--- src/rtl/shift_rotate_seq_pkg.sv ---
// shift_rotate_seq_pkg: op and state encodings shared by the shift/rotate unit
package shift_rotate_seq_pkg;
  typedef enum logic [1:0] {
    OP_ROL = 2'b00,
    OP_SLL = 2'b01,
    OP_ROR = 2'b10,
    OP_SRL = 2'b11
  } op_t;
  localparam logic [1:0] ST_IDLE  = 2'd0;
  localparam logic [1:0] ST_SHIFT = 2'd1;
  localparam logic [1:0] ST_DONE  = 2'd2;
endpackage

--- src/rtl/shift_rotate_seq_stage.sv ---
// shift_rotate_seq_stage: one log-network stage, shifts/rotates by 2**stage_i when enabled
module shift_rotate_seq_stage
  import shift_rotate_seq_pkg::*;
#(
  parameter int WIDTH = 16,
  parameter int CNT_W = 4
) (
  input  logic [WIDTH-1:0]         data_i,
  input  op_t                      op_i,
  input  logic [$clog2(CNT_W)-1:0] stage_i,
  input  logic                     en_i,
  output logic [WIDTH-1:0]         data_o
);
  logic [CNT_W:0]   sh, rsh;
  logic [WIDTH-1:0] sll, srl, rol, ror;
  always_comb begin
    sh     = (CNT_W+1)'(1) << stage_i;
    rsh    = (CNT_W+1)'(WIDTH) - sh;
    sll    = data_i << sh;
    srl    = data_i >> sh;
    rol    = sll | (data_i >> rsh);
    ror    = srl | (data_i << rsh);
    data_o = !en_i ? data_i :
             op_i == OP_ROL ? rol :
             op_i == OP_SLL ? sll :
             op_i == OP_ROR ? ror : srl;
  end
endmodule

--- src/rtl/shift_rotate_seq.sv ---
// shift_rotate_seq: sequential shift/rotate unit, one log stage per clock under valid/ready
module shift_rotate_seq
  import shift_rotate_seq_pkg::*;
#(
  parameter int WIDTH = 16,
  parameter int CNT_W = 4
) (
  input  logic             clk,
  input  logic             rst,
  input  logic             in_valid,
  output logic             in_ready,
  input  logic [WIDTH-1:0] in_data,
  input  logic [CNT_W-1:0] in_cnt,
  input  logic [1:0]       in_op,
  input  logic             flush,
  output logic             out_valid,
  input  logic             out_ready,
  output logic [WIDTH-1:0] out_data
);
  localparam int STG_W = $clog2(CNT_W);
  logic [1:0]       state_q, state_d;
  logic [STG_W-1:0] stage_q, stage_d;
  logic [WIDTH-1:0] data_q, data_d, step;
  logic [CNT_W-1:0] cnt_q, cnt_d;
  op_t              op_q, op_d;
  logic             last;
  shift_rotate_seq_stage #(.WIDTH(WIDTH), .CNT_W(CNT_W)) u_stage (
    .data_i (data_q),
    .op_i   (op_q),
    .stage_i(stage_q),
    .en_i   (cnt_q[stage_q]),
    .data_o (step)
  );
  always_comb begin
    last    = stage_q == STG_W'(CNT_W-1);
    state_d = state_q;
    stage_d = stage_q;
    data_d  = data_q;
    cnt_d   = cnt_q;
    op_d    = op_q;
    case (state_q)
      ST_IDLE: if (in_valid && !flush) begin
        state_d = ST_SHIFT;
        stage_d = '0;
        data_d  = in_data;
        cnt_d   = in_cnt;
        op_d    = op_t'(in_op);
      end
      ST_SHIFT: begin
        state_d = flush ? ST_IDLE : last ? ST_DONE : ST_SHIFT;
        stage_d = stage_q + STG_W'(1);
        data_d  = step;
      end
      ST_DONE: state_d = (flush || out_ready) ? ST_IDLE : ST_DONE;
      default: state_d = ST_IDLE;
    endcase
  end
  always_ff @(posedge clk) begin
    if (rst) begin
      state_q <= ST_IDLE;
      stage_q <= '0;
      data_q  <= '0;
      cnt_q   <= '0;
      op_q    <= OP_ROL;
    end else begin
      state_q <= state_d;
      stage_q <= stage_d;
      data_q  <= data_d;
      cnt_q   <= cnt_d;
      op_q    <= op_d;
    end
  end
  assign in_ready  = state_q == ST_IDLE;
  assign out_valid = state_q == ST_DONE;
  assign out_data  = data_q;
endmodule

--- config.mk ---
export PLATFORM = sky130hd
export DESIGN_NAME = shift_rotate_seq
export DESIGN_NICKNAME = d
export VERILOG_FILES = /design/src/rtl/shift_rotate_seq_pkg.sv /design/src/rtl/shift_rotate_seq_stage.sv /design/src/rtl/shift_rotate_seq.sv
export SDC_FILE = /design/constraint.sdc
export NUM_CORES = 1
export LEC_CHECK = 0
export CAP_MARGIN = 0
export CORE_MARGIN = 2
export CORE_UTILIZATION = 24
export DETAILED_ROUTE_END_ITERATION = 16
export GPL_ROUTABILITY_DRIVEN = 0
export PLACE_DENSITY_LB_ADDON = 0.25
export SLEW_MARGIN = 20
export SYNTH_ARGS = -nofsm -noshare
export SYNTH_HDL_FRONTEND = slang
export SYNTH_SLANG_ARGS = --single-unit
--- constraint.sdc ---
create_clock -name clk -period 2.62 [get_ports clk]
set_input_delay 0.655 -clock clk [delete_from_list [all_inputs] [get_ports clk]]
set_output_delay 0.655 -clock clk [all_outputs]
set_load 0.03 [all_outputs]
==> results of run 1 <==
## routing by layer
| layer | up-vias | GRT usage [%] | routed length [um] |
|---|---|---|---|
| li1 | 1565 | - | - |
| met1 | 1734 | 23.7 | 5510 |
| met2 | 214 | 29.0 | 6090 |
| met3 | 41 | 3.18 | 1200 |
| met4 | 0 | 8.91 | 607 |
| met5 | - | 0 | 0 |
## registers in the layout, summed over array words and instances, names as in the netlist
signal	flops
stage_q	2
state_q	2
cnt_q	4
op_q	2
out_data	16
## power by group through the flow
stage | sequential [W] | combinational [W] | clock, W
after floorplan | 0.000478 | 0.000348 | 0
after global placement | 0.000489 | 0.000541 | 0
after detailed placement | 0.000489 | 0.000536 | 0
after CTS | 0.000480 | 0.000539 | 0.000368
after global routing | 0.000486 | 0.000582 | 0.000380
final | 0.000483 | 0.000548 | 0.000354
## through the flow
stage,cells,total power (W),utilization (%)
after floorplan,388,0.000826,-
after global placement,604,0.00103,29.3
after detailed placement,604,0.00103,29.3
after CTS,607,0.00139,29.8
after global routing,607,0.00145,29.9
final,607,0.00138,29.9
## cell families after synthesis
| kind of cell | after synthesis | synth area share [%] |
|---|---|---|
| flip-flops | 26 | 15.5 |
| XOR/XNOR | 1 | 0.261 |
| AO/OA/AOI/OAI | 99 | 21.2 |
| adder cells (fa/ha/maj) | 6 | 2.24 |
| multiplexers | 78 | 32.8 |
| buffers and inverters | 52 | 9.71 |
| AND/OR/NAND/NOR | 126 | 18.3 |
## worst max path at each step
stage / start / end / cells after the start
after floorplan: stage_q[1]$_SDFFE_PP0P_ / out_data[0]$_SDFFE_PP0P_ / 12
after global placement: stage_q[0]$_SDFFE_PP0P_ / out_data[9]$_SDFFE_PP0P_ / 8
after detailed placement: stage_q[0]$_SDFFE_PP0P_ / out_data[9]$_SDFFE_PP0P_ / 8
after CTS: stage_q[0]$_SDFFE_PP0P_ / out_data[9]$_SDFFE_PP0P_ / 8
after global routing: stage_q[0]$_SDFFE_PP0P_ / out_data[6]$_SDFFE_PP0P_ / 9
final: stage_q[0]$_SDFFE_PP0P_ / out_data[6]$_SDFFE_PP0P_ / 10
## final cells by class
type	count	area, um^2	share of cell area (%)
tap	180	225	5.47
timing repair buffer	77	738	17.9
multi-input combinational	310	2520	61.1
inverter	11	41.3	1.00
clock buffer	3	75.1	1.82
sequential	26	520	12.6
## worst min-delay path, delay by kind of cell, from the launching register on
kind             cells  cell delay (ns)
flip-flops           1             0.33
AND/OR/NAND/NOR      1             0.07
multiplexers         1             0.06
## cell usage in the layout (no fill, tap or decap), types with 3 or more instances in the layout
cell type,n
nand3_1,12
a22oi_1,6
buf_4,29
o311ai_0,4
inv_1,10
a31oi_1,7
ha_1,5
clkdlybuf4s50_1,44
nor2b_1,6
nor3b_1,3
nand2_1,35
nor2_1,34
dfxtp_1,26
and3_1,4
o21ai_1,3
o31ai_1,3
nand2b_1,7
o2111ai_1,4
mux4_2,20
o221ai_1,5
or2_2,3
o22ai_1,5
mux2i_1,36
a32oi_1,5
clkbuf_16,3
o21ai_0,16
a21oi_1,13
buf_12,4
nor3_1,9
a211oi_1,6
o211ai_1,3
mux2_4,3
mux2_2,17
==> results.toml, run 1 <==
[synth]
syn_area_per_cell_um2 = 8.64
syn_nets = 421
synth-seq-cells = 26
syn_area_um2 = 3350
synth.top_cells.by_area = "dfxtp_1 16%, mux4_2 13%, mux2i_1 11%"
synth_top_area_cell = "dfxtp_1"
yosysUniqueCellTypes = 66
seq_area_frac_synth_pct = 15.5
async_reset_ff_share_pct = 0
yosys_warnings = 0
synth_commonest_cells = "36 x mux2i_1, 35 x nand2_1, 34 x nor2_1, 26 x dfxtp_1, 20 x mux4_2"
syn_inst = 388
synth-main-ff-cell = "dfxtp_1"
yosysMostFrequentCell = "mux2i_1"
synth_top_area_share_pct = 15.5
synth_edf_count = 0

[floorplanning]
chipHeight_um = 122
fp.dieW_um = 122
start_util_pct = 24.3
fp-row-count = 43
core_um2 = 13800
dieArea_um2 = 14900
io_pins = 45

[global_routing]
grt_pass1_wl_um = 21000
grt_antenna_before_repair = 0
grt_overflow_total = 0
grt_max_degree = 33
globalRouteTotalUtil_pct = 18.2
grt_pass1_vias = 3599

[critical_path]
r2r-start = "stage_q[0]$_SDFFE_PP0P_"
slowest_delay_ns = 0.35
path_class = "reg -> reg"
cp_slowest_cell = "dfxtp_1"
cp_max_fo = 23
arrival_ns = 2.66
r2r_cells = 10
start_kind = "flip-flop"
end_kind = "flip-flop"
crit_buf_inv = 4
crit_family = "multiplexers"
r2r_setup_slack_ns = 0.14
cp_cell_sequence = "inv_1, ha_1, buf_12, buf_4, mux2i_1, mux2_2, mux2i_1, a211oi_1, buf_4, o31ai_1"
worst_r2r_endpoint = "out_data[6]$_SDFFE_PP0P_"
required_ns = 2.80

[timing]
grt_setup_unrepaired = "false"
timing.fmax_ghz = 0.404
fin_crit_ns = 2.48
skew_ns = 0.0159
setup_tns_ns = 0
hold_slack_ns = 0.495
fin_crit_sh_pct = 94.6
worst_pin_slew_ns = 0.640
finalHoldViolations = 0
setup_viol = 0
maxSlewViolCount = 0
max_slew_margin_pct = 57.3
timing.final.ws_setup_ns = 0.143

[power_and_ir_drop]
internal-power_w = 0.000882
max-vdd-ir-drop_mv = 0.325
power_leakage_nw = 1.56
pwr-share-seq_pct = 34.9
power-per-cell-area_nw_per_um2 = 336
switching_share_pct = 36.3
p_sw_w = 0.000502
pwr-share-comb_pct = 39.5
power_frac_clock_pct = 25.6

[clock_tree]
clk_latency_ns = 0.27
clock_path_buffers = 2
cts_sinks = 26
postCtsResizedCells = 0
cts-htree-levels = 1
cts_tree = "built"
postCtsHoldBufs = 0
clk_pin_slew_worst_paths_ns = 0.08
clock-root-buffer = "clkbuf_16"
cts_buffers = 3
post_cts_buffers = 0

[drt]
num_vias = 3554
firstDrtPassIters = 5
vias_per_cell = 5.86
drc = 0
drt_iter0_drc = 423
wl_per_cell_um = 22.1
ant_nets = 0
route.final.wire_length_um = 13400

[worst_hold_path]
hold_depth = 2
hp-class = "reg -> reg"
min-delay-start = "cnt_q[3]$_SDFFE_PP0P_"
hold_end = "cnt_q[3]$_SDFFE_PP0P_"

[outcome]
run_status = "finished, final reports clean"

[layout]
num-fill-cells = 1517
n_antenna_cell = 0
final_net_count = 462
area_growth_pct = 22.8
drive_above_1_share_pct = 21.3
postLayoutCellArea_um2 = 4120

[placement]
hpwl_um = 10000
pre_cts_slack_ns = 0.127
portBuffers = 44
place_area_um2 = 4030

[run]
cap_violations = 0
Power figures use the tool's default switching activity.
==> run 2: changes to the inputs <==
--- a/config.mk
+++ b/config.mk
@@ -8,9 +8,9 @@
 export CAP_MARGIN = 0
 export CORE_MARGIN = 2
-export CORE_UTILIZATION = 24
+export CORE_UTILIZATION = 40
 export DETAILED_ROUTE_END_ITERATION = 16
 export GPL_ROUTABILITY_DRIVEN = 0
 export PLACE_DENSITY_LB_ADDON = 0.25
-export SLEW_MARGIN = 20
+export SLEW_MARGIN = 15
 export SYNTH_ARGS = -nofsm -noshare
 export SYNTH_HDL_FRONTEND = slang
==> constraint.sdc (replaced) <==
create_clock -name clk -period 2.62 [get_ports clk]
set_input_delay 0.655 -clock clk [delete_from_list [all_inputs] [get_ports clk]]
set_output_delay 0.655 -clock clk [all_outputs]
set_load 0.01 [all_outputs]
==> run 2 against run 1 <==
  * Combinational power fell by 7.8%
  * Critical endpoint is now out_data[11]$_SDFFE_PP0P_
  * Design area shrank 4.0%
  * Hold slack better by 0.016 ns
  * Largest power group unchanged
  * Largest cell class unchanged
==> results.toml, run 2 (synthesized netlist as in run 1, its figures left out) <==
[floorplanning]
chipHeight_um = 95.5
start_util_pct = 41.0
io_pins = 45
core_um2 = 8180
fp-row-count = 33
dieArea_um2 = 9130
fp.dieW_um = 95.5

[outcome]
run_status = "finished, final reports clean"

[power_and_ir_drop]
power_leakage_nw = 1.52
power_frac_clock_pct = 22.2
power-per-cell-area_nw_per_um2 = 321
internal-power_w = 0.000807
pwr-share-comb_pct = 39.8
max-vdd-ir-drop_mv = 0.218
switching_share_pct = 36.4
pwr-share-seq_pct = 37.9
p_sw_w = 0.000461
finalPower_w = 0.00127

[clock_tree]
clk_pin_slew_worst_paths_ns = 0.10
post_cts_buffers = 0
cts_buffers = 3
clock-root-buffer = "clkbuf_8"
cts-htree-levels = 1
cts_sinks = 26
postCtsHoldBufs = 0
clk_latency_ns = 0.29
cts_tree = "built"
clock_path_buffers = 2
postCtsResizedCells = 0

[placement]
hpwl_um = 8880
portBuffers = 44

[drt]
firstDrtPassIters = 6
ant_nets = 0
num_vias = 3592
drt_iter0_drc = 576
drc = 0
wl_per_cell_um = 23.1
vias_per_cell = 6.82
route.final.wire_length_um = 12200

[critical_path]
start_kind = "flip-flop"
crit_family = "adder cells"
end_kind = "flip-flop"
arrival_ns = 2.62
crit_buf_inv = 2
required_ns = 2.81
path_class = "reg -> reg"
cp_cell_sequence = "inv_1, ha_1, inv_1, ha_1, mux4_2, a21o_1, a31oi_1, nand3_1, a32o_1"
slowest_delay_ns = 0.42
cp_slowest_cell = "ha_1"
cp_max_fo = 5

[global_routing]
grt_max_degree = 33
grt_pass1_wl_um = 18900
grt_antenna_before_repair = 0
globalRouteTotalUtil_pct = 27.3
grt_pass1_vias = 3382
grt_overflow_total = 0

[timing]
setup_tns_ns = 0
grt_setup_unrepaired = "false"
finalHoldViolations = 0
setup_viol = 0
maxSlewViolCount = 0
max_slew_margin_pct = 40.2
fin_crit_ns = 2.43
worst_pin_slew_ns = 0.896
fin_crit_sh_pct = 92.6
timing.fmax_ghz = 0.412
skew_ns = 0.00826

[worst_hold_path]
hp-class = "reg -> reg"

[layout]
n_antenna_cell = 0
largest_reg_flops = 16
area_growth_pct = 17.8
final_net_count = 456
mostFrequentLayoutCells = "44 x clkdlybuf4s50_1, 36 x mux2i_1, 35 x nand2_1"
drive_above_1_share_pct = 19.9
layout_commonest_cell = "clkdlybuf4s50_1"

[run]
cap_violations = 0
[run 2: tightest hold or removal path: cells and delay by family (launching register included)]
kind,cells,cell delay [ns]
flops,1,0.34
simple gates,1,0.08
mux,1,0.06
[run 2: final cells by class]
cell class	count	area, um^2
Tap cell	105	131
Inverter	11	41.3
Fill cell	807	4230
Clock buffer	4	55.1
Sequential cell	26	520
Timing Repair Buffer	71	693
Multi-Input combinational cell	310	2510
[run 2: per-stage QoR]
stage          worst slack, ns  area, um^2  util (%)  hold slack [ns]  std cells
4_1_cts                  0.239        3950      48.3            0.520        527
3_3_place_gp             0.126        3890      47.6            0.475        523
5_1_grt                 0.0820        3950      48.3            0.537        527
6_report                 0.193        3950      48.3            0.512        527
2_1_floorplan           0.0167        3350         -            0.455        388
3_5_place_dp            0.0675        3890      47.6            0.497        523
[run 2: final timing paths]
check,slack (ns),cells past startpoint,from,endpoint
min,0.51,2,cnt_q[3]$_SDFFE_PP0P_,cnt_q[3]$_SDFFE_PP0P_
min reg2reg,0.51,2,cnt_q[3]$_SDFFE_PP0P_,cnt_q[3]$_SDFFE_PP0P_
max reg2reg,0.19,9,stage_q[0]$_SDFFE_PP0P_,out_data[11]$_SDFFE_PP0P_
max,0.19,9,stage_q[0]$_SDFFE_PP0P_,out_data[11]$_SDFFE_PP0P_
[run 2: power by group through the flow]
| stage | registers (W) | clock network (W) | logic, W |
|---|---|---|---|
| finish | 0.000481 | 0.000282 | 0.000505 |
| global route | 0.000483 | 0.000297 | 0.000535 |
| CTS | 0.000476 | 0.000288 | 0.000496 |
| detailed placement | 0.000486 | 0 | 0.000494 |
| global placement | 0.000485 | 0 | 0.000493 |
| floorplan | 0.000454 | 0 | 0.000347 |
[run 2: per-layer routing]
metal | track usage (%) | wire, um
met3 | 3.95 | 1200
met4 | 14.0 | 695
met1 | 36.5 | 4840
met2 | 42.5 | 5450
met5 | 0 | 0
